===== config.mk =====
export PLATFORM = sky130hd
export DESIGN_NAME = mem_wb_skid
export DESIGN_NICKNAME = d
export VERILOG_FILES = /design/src/rtl/pipe_pkg.sv /design/src/rtl/mem_wb_slot.sv /design/src/rtl/mem_wb_skid.sv
export SDC_FILE = /design/constraint.sdc
export NUM_CORES = 1
export LEC_CHECK = 0
export BUFFER_PORTS_ARGS = -buffer_cell sky130_fd_sc_hd__buf_2
export CAP_MARGIN = 30
export CORE_MARGIN = 5
export CORE_UTILIZATION = 54
export CTS_CLUSTER_SIZE = 16
export DETAILED_ROUTE_END_ITERATION = 10
export PLACE_DENSITY = 0.8
export SLEW_MARGIN = 20
export SYNTH_ARGS = -nofsm -noshare
export SYNTH_HDL_FRONTEND = slang
export SYNTH_SLANG_ARGS = --single-unit

===== constraint.sdc =====
create_clock -name clk -period 2.2 [get_ports clk]
set_clock_uncertainty 0.15 [all_clocks]
set_input_delay 0.33 -clock clk [delete_from_list [all_inputs] [get_ports clk]]
set_output_delay 0.33 -clock clk [all_outputs]
set_load 0.02 [all_outputs]

===== src/rtl/pipe_pkg.sv =====
// rtl/pipe_pkg.sv - shared pipeline payload types and default widths
package pipe_pkg;

    localparam int PIPE_ADDR_W = 5;
    localparam int PIPE_DATA_W = 32;

    // MEM->WB payload; field widths follow the package defaults above
    typedef struct packed {
        logic [PIPE_ADDR_W-1:0] rd_addr;
        logic [PIPE_DATA_W-1:0] rd_data;
        logic                   rd_wen;
        logic                   mem_re;
        logic [PIPE_DATA_W-1:0] ram_data;
    } mem_wb_pkt_t;

endpackage


===== src/rtl/mem_wb_slot.sv =====
// rtl/mem_wb_slot.sv - one payload register plus valid bit with load/clear
module mem_wb_slot
    import pipe_pkg::*;
(
    input  logic        clk,
    input  logic        rst,
    input  logic        load,
    input  logic        clear,
    input  mem_wb_pkt_t d,
    output logic        valid,
    output mem_wb_pkt_t q
);

    // Clear wins over load; clearing also zeroes the payload so an empty
    // slot never carries a stale write enable.
    always_ff @(posedge clk or negedge rst) begin
        if (!rst) begin
            valid <= 1'b0;
            q     <= '0;
        end else if (clear) begin
            valid <= 1'b0;
            q     <= '0;
        end else if (load) begin
            valid <= 1'b1;
            q     <= d;
        end
    end

endmodule


===== src/rtl/mem_wb_skid.sv =====
// rtl/mem_wb_skid.sv - MEM/WB 2-entry skid buffer; optional forwarding via MEM_WB_SKID_FWD_EN
module mem_wb_skid
    import pipe_pkg::*;
#(
    parameter int ADDR_W = PIPE_ADDR_W,
    parameter int DATA_W = PIPE_DATA_W
) (
    input  logic              clk,
    input  logic              rst,
    input  logic              flush_i,
    input  logic              in_valid_i,
    output logic              in_ready_o,
    input  logic [ADDR_W-1:0] rd_addr_i,
    input  logic [DATA_W-1:0] rd_data_i,
    input  logic              rd_wen_i,
    input  logic              mem_re_i,
    input  logic [DATA_W-1:0] ram_data_i,
    output logic              out_valid_o,
    input  logic              out_ready_i,
    output logic [ADDR_W-1:0] rd_addr_o,
    output logic [DATA_W-1:0] rd_data_o,
    output logic              rd_wen_o,
    output logic              mem_re_o,
    output logic [DATA_W-1:0] ram_data_o,
    output logic [DATA_W-1:0] wb_data_o,
`ifdef MEM_WB_SKID_FWD_EN
    output logic              fwd_valid_o,
    output logic [ADDR_W-1:0] fwd_addr_o,
    output logic [DATA_W-1:0] fwd_data_o,
`endif
    output logic              wb_wen_o
);

    mem_wb_pkt_t pkt_in;
    mem_wb_pkt_t main_q;
    mem_wb_pkt_t skid_q;
    mem_wb_pkt_t main_d;
    logic        main_valid;
    logic        skid_valid;
    logic        main_load;
    logic        main_clear;
    logic        main_sel_skid;
    logic        skid_load;
    logic        skid_clear;
    logic        in_ready_q;
    logic        accept;
    logic        retire;

    assign pkt_in = '{rd_addr:  rd_addr_i,
                      rd_data:  rd_data_i,
                      rd_wen:   rd_wen_i,
                      mem_re:   mem_re_i,
                      ram_data: ram_data_i};

    assign accept = in_valid_i && in_ready_q;
    assign retire = main_valid && out_ready_i;
    assign main_d = main_sel_skid ? skid_q : pkt_in;

    // Slot control: flush beats everything, a retiring main slot refills from
    // skid first, otherwise an accept lands in main if free or in skid.
    always_comb begin
        main_load     = 1'b0;
        main_clear    = 1'b0;
        main_sel_skid = 1'b0;
        skid_load     = 1'b0;
        skid_clear    = 1'b0;
        if (flush_i) begin
            main_clear = 1'b1;
            skid_clear = 1'b1;
        end else if (retire) begin
            if (skid_valid) begin
                main_load     = 1'b1;
                main_sel_skid = 1'b1;
                skid_clear    = 1'b1;
            end else if (accept) begin
                main_load = 1'b1;
            end else begin
                main_clear = 1'b1;
            end
        end else if (accept) begin
            if (main_valid) begin
                skid_load = 1'b1;
            end else begin
                main_load = 1'b1;
            end
        end
    end

    mem_wb_slot u_main (
        .clk   (clk),
        .rst   (rst),
        .load  (main_load),
        .clear (main_clear),
        .d     (main_d),
        .valid (main_valid),
        .q     (main_q)
    );

    mem_wb_slot u_skid (
        .clk   (clk),
        .rst   (rst),
        .load  (skid_load),
        .clear (skid_clear),
        .d     (pkt_in),
        .valid (skid_valid),
        .q     (skid_q)
    );

    // Registered ready mirrors the next skid occupancy, so out_ready_i never
    // reaches in_ready_o combinationally.
    always_ff @(posedge clk or negedge rst) begin
        if (!rst) begin
            in_ready_q <= 1'b1;
        end else if (skid_clear) begin
            in_ready_q <= 1'b1;
        end else if (skid_load) begin
            in_ready_q <= 1'b0;
        end
    end

    assign in_ready_o  = in_ready_q;
    assign out_valid_o = main_valid;
    assign rd_addr_o   = main_q.rd_addr;
    assign rd_data_o   = main_q.rd_data;
    assign rd_wen_o    = main_valid && main_q.rd_wen;
    assign mem_re_o    = main_q.mem_re;
    assign ram_data_o  = main_q.ram_data;
    assign wb_data_o   = main_q.mem_re ? main_q.ram_data : main_q.rd_data;
    assign wb_wen_o    = out_valid_o && out_ready_i && rd_wen_o && (rd_addr_o != '0);

`ifdef MEM_WB_SKID_FWD_EN
    assign fwd_valid_o = out_valid_o && rd_wen_o && (rd_addr_o != '0);
    assign fwd_addr_o  = rd_addr_o;
    assign fwd_data_o  = wb_data_o;
`endif

endmodule


# Word-level counts from Yosys, hierarchy flattened
# Index checks and enable logic that the tools add are counted.
# Widths: inputs -> output; s select.
[word_totals] register_bits=145 input_bits=76 out_inout_bits=106 wordCells=51
[classes] mux=30 reduce_logical=8
[op_table] operator="$mux 71" count=5
[op_table] operator="$mux 32" count=1
[op_table] operator="$mux 1" count=24
[op_table] operator="$logic_and 1x1->1" count=5
[op_table] operator="$reduce_bool 5->1" count=1
[op_table] operator="$reduce_bool 2->1" count=2

# Logic depth before layout (Yosys ltp)
[depth] word_depth=7 mapped_depth=6 ltp_nobuf=3

# Cells and area by module
# From an unflattened synthesis, not the netlist that was laid out.
[unflattened] hier_cells=597 hier_area_um2=7248.2
[by_module_without_submodules] module="mem_wb_slot" instances=2 cells_each=232 area_per_inst_um2=2941.6 seq_area_each_um2=1801.7
[by_module_without_submodules] module="mem_wb_skid" instances=1 cells_each=133 area_per_inst_um2=1365.1 seq_area_each_um2=26.3

# Worst setup path before layout
# No wires, ideal clock.
[synth_path] path_kind="register to output" from="reg u_main.q[32] in the netlist's numbering" to="out wb_data_o[10]" t_arrival_ns=1.292 t_required_ns=1.720 slack_ns=0.428 stages_incl_launch_ff=4 path_buffers=2 path_cell_list="dfrtp_1 clkbuf_1 buf_2 mux2_2"
[synth_via] elab_chain_len=1
[synth_rtl] element="start: declaration" line="mem_wb_slot.sv:11" text="output mem_wb_pkt_t q"
[synth_rtl] element="start signal: assignment" line="mem_wb_slot.sv:19" text="q <= '0;"
[synth_rtl] element="start signal: assignment" line="mem_wb_slot.sv:22" text="q <= '0;"
[synth_rtl] element="start signal: assignment" line="mem_wb_slot.sv:25" text="q <= d;"
[synth_rtl] element="$mux 32" line="mem_wb_skid.sv:128" text="assign wb_data_o = main_q.mem_re ? main_q.ram_data : main_q.rd_data;"
[synth_rtl] element="end: declaration" line="mem_wb_skid.sv:25" text="output logic [DATA_W-1:0] wb_data_o,"
# No other way between the ends.

# Worst setup path after layout
[layout_path] from="reg u_main.q[32] in the netlist's numbering" to="out wb_data_o[25]"
# Same word-level chain as after synthesis.

==> results.yml <==
sta:
  hold_ws_ns: 0.0153
  tightest_slew_ns: 0.856
  fin_crit_ns: 2.09
  final_max_slew_viol_count: 0
  finalHoldViolCount: 0
  finalSetupViolCount: 0
  rsz0062_at_grt: "false"
  fmax_ghz: 0.479
  fin_setup_tns_ns: 0
  finalCritPeriodShare: 0.948
  relSlewSlack: 0.427
placement:
  gp_congestion: 0.826
  placed_area_um2: 7630
  dp_cells: 787
  hpwl_um: 10800
  io_buffers: 181
power:
  peakVddDrop_mv: 0.547
  power_uw: 6890
  p_leak_uw: 0.00500
  power.density_nw_per_um2: 804
flow_run:
  cap_viol_max_count: 0
detailed_routing:
  vias_per_cell: 5.98
  firstDrtPassIters: 4
  routed_wl_um: 17300
  drtIter0Drc: 295
  drc: 0
  vias: 5096
  ant_nets: 0
  post_drt_wl_per_cell_um: 20.3
synthesis:
  yosysSeqAreaShare: 0.505
  ys_types: 29
  synth_area_leaders: "dfrtp_1 50%, a32o_2 11%, mux2i_1 9.9%"
  synth_warnings: 0
  synth_seq_cells: 145
  synth_area_um2: 7190
  synth_nets: 611
  synthTopCellsByCount: "144 x dfrtp_1, 73 x buf_4, 71 x a32o_2, 71 x mux2i_1, 71 x o2bb2ai_1"
  post-synth-top-count-cell: "dfrtp_1"
  async_reset_ff_frac: 1.00
  yosysTopAreaCellShare: 0.501
  synth_edf_count: 0
  yosys.area.top_type: "dfrtp_1"
  synthCells: 535
  synth_ff_type: "dfrtp_1"
  syn_avg_cell_area_um2: 13.4
global_routing:
  grtUsageMet3: 0.0623
  grt_pass1_vias: 5387
  busiest_layer: "met2"
  grt_pass1_wl_um: 28400
  antenna_found_initial: 1
  grt_util_met2: 0.366
  grt.met1_usage: 0.286
  grt_use_total: 0.221
  grt_max_degree: 73
  grt-ovfl-total: 0
setup_path:
  critPathKind: "reg2out"
  r2r-end: "u_skid.q[48]"
  critPathCaptureType: "primary output"
  crit_start: "u_main.q[32]"
  worstSetupStartpointType: "flop"
  crit_arrival_ns: 1.61
  cp.required_ns: 1.72
  r2r-start: "u_skid.valid"
  r2r_slack_ns: 0.13
  critical_path_peak_fanout: 19
  worst_r2r_path_depth: 4
die:
  coreArea_um2: 13100
  num_rows: 42
  num_io_pins: 182
  die_w_um: 125
  start_util: 0.547
  die_h_um: 125
  dieArea_um2: 15700
cts:
  ctsRootBufferMaster: "clkbuf_16"
  clk_path_buf_depth: 2
  clock-sinks: 145
  cts_made_buffers: 17
  cts_tree: "built"
  postCtsSetupBuffers: 0
  clk_pin_slew_ns: 0.06
  insertion_delay_ns: 0.41
  cts_max_level: 4
worst_hold_path:
  whs_endpoint: "u_skid.q[63]"
  hold_depth: 2
  min_from: "rd_data_i[29]"
  min_path_type: "in2reg"
final_layout:
  area_delta_synth_final_pct: 19.1
  final_nets: 739
  diodes: 0
  final_cell_count_no_fill: 852
  fin_area_um2: 8570
  layout-drive-gt1-share: 0.496
  fill_cells: 992
outcome:
  status: "completed"
==> state kept, by name, indices dropped and copies added (netlist names) <==
name	count
u_main.q	71
u_main.valid	1
in_ready_o	1
u_skid.q	71
u_skid.valid	1
==> per-stage QoR <==
| step | setup slack (ns) | util |
|---|---|---|
| final | 0.113 | 0.652 |
| after global routing | 0.0285 | 0.652 |
| after CTS | 0.0939 | 0.652 |
| after detailed placement | 0.0738 | 0.581 |
| after global placement | 0.125 | 0.581 |
| after floorplan | 0.428 | - |
==> cells by family after synthesis <==
logic type | Yosys count | synth area share
DFF | 145 | 0.505
muxes | 103 | 0.149
and+or+nand+nor | 12 | 0.0122
buffers and inverters | 122 | 0.127
AOI/OAI and AO/OA | 153 | 0.207
==> worst max-delay path: stages (launching register included) <==
cell and delay, ns:
dfrtp_1 0.34, buf_4 0.31, mux2_2 0.38, buf_2 0.16
==> worst max path at each step <==
stage | end | slack (ns)
final | wb_data_o[25] | 0.11
after global routing | u_skid.q[55] | 0.03
after CTS | wb_data_o[25] | 0.09
after detailed placement | u_skid.q[48] | 0.07
after global placement | u_skid.q[49] | 0.13
after floorplan | wb_data_o[10] | 0.43
==> area by class of cell <==
class	count	area, um2	share of cell area
Timing Repair Buffer	229	1440	0.168
Clock buffer	23	478	0.0558
Sequential cell	145	3630	0.424
Clock inverter	9	130	0.0152
Inverter	2	7.51	0.000876
Tap cell	176	220	0.0257
Multi-Input combinational cell	268	2660	0.310
==> power breakdown <==
group          switching (uW)  internal (uW)  total, uW
logic                     598            399        997
clock network            1110           1870       2980
registers                 109           2800       2910
==> timing repair <==
action                                 in CTS  in global routing
hold buffers                               33                  0
gates resized for setup                     0                  0
endpoints found under the hold margin      82                  0
==> placed cells by master (no fill, tap or decap), drive strengths merged, types with 2 or more instances in the layout <==
| cell type | n |
|---|---|
| dlygate4sd3 | 33 |
| clkinvlp | 4 |
| dfrtp | 144 |
| mux2 | 32 |
| nand2 | 3 |
| bufinv | 3 |
| clkinv | 2 |
| o21ai | 3 |
| mux2i | 71 |
| o2bb2ai | 71 |
| buf | 196 |
| a21oi | 5 |
| a32o | 71 |
| inv | 2 |
| clkbuf | 23 |
| and2 | 2 |
==> layer usage <==
layer / routed length [um] / vias to the layer above
met2: 8620 / 188
met3: 1060 / 24
li1: - / 2257
met4: 270 / 2
met1: 7330 / 2625
met5: 13 / -
Power figures use the tool's default switching activity.
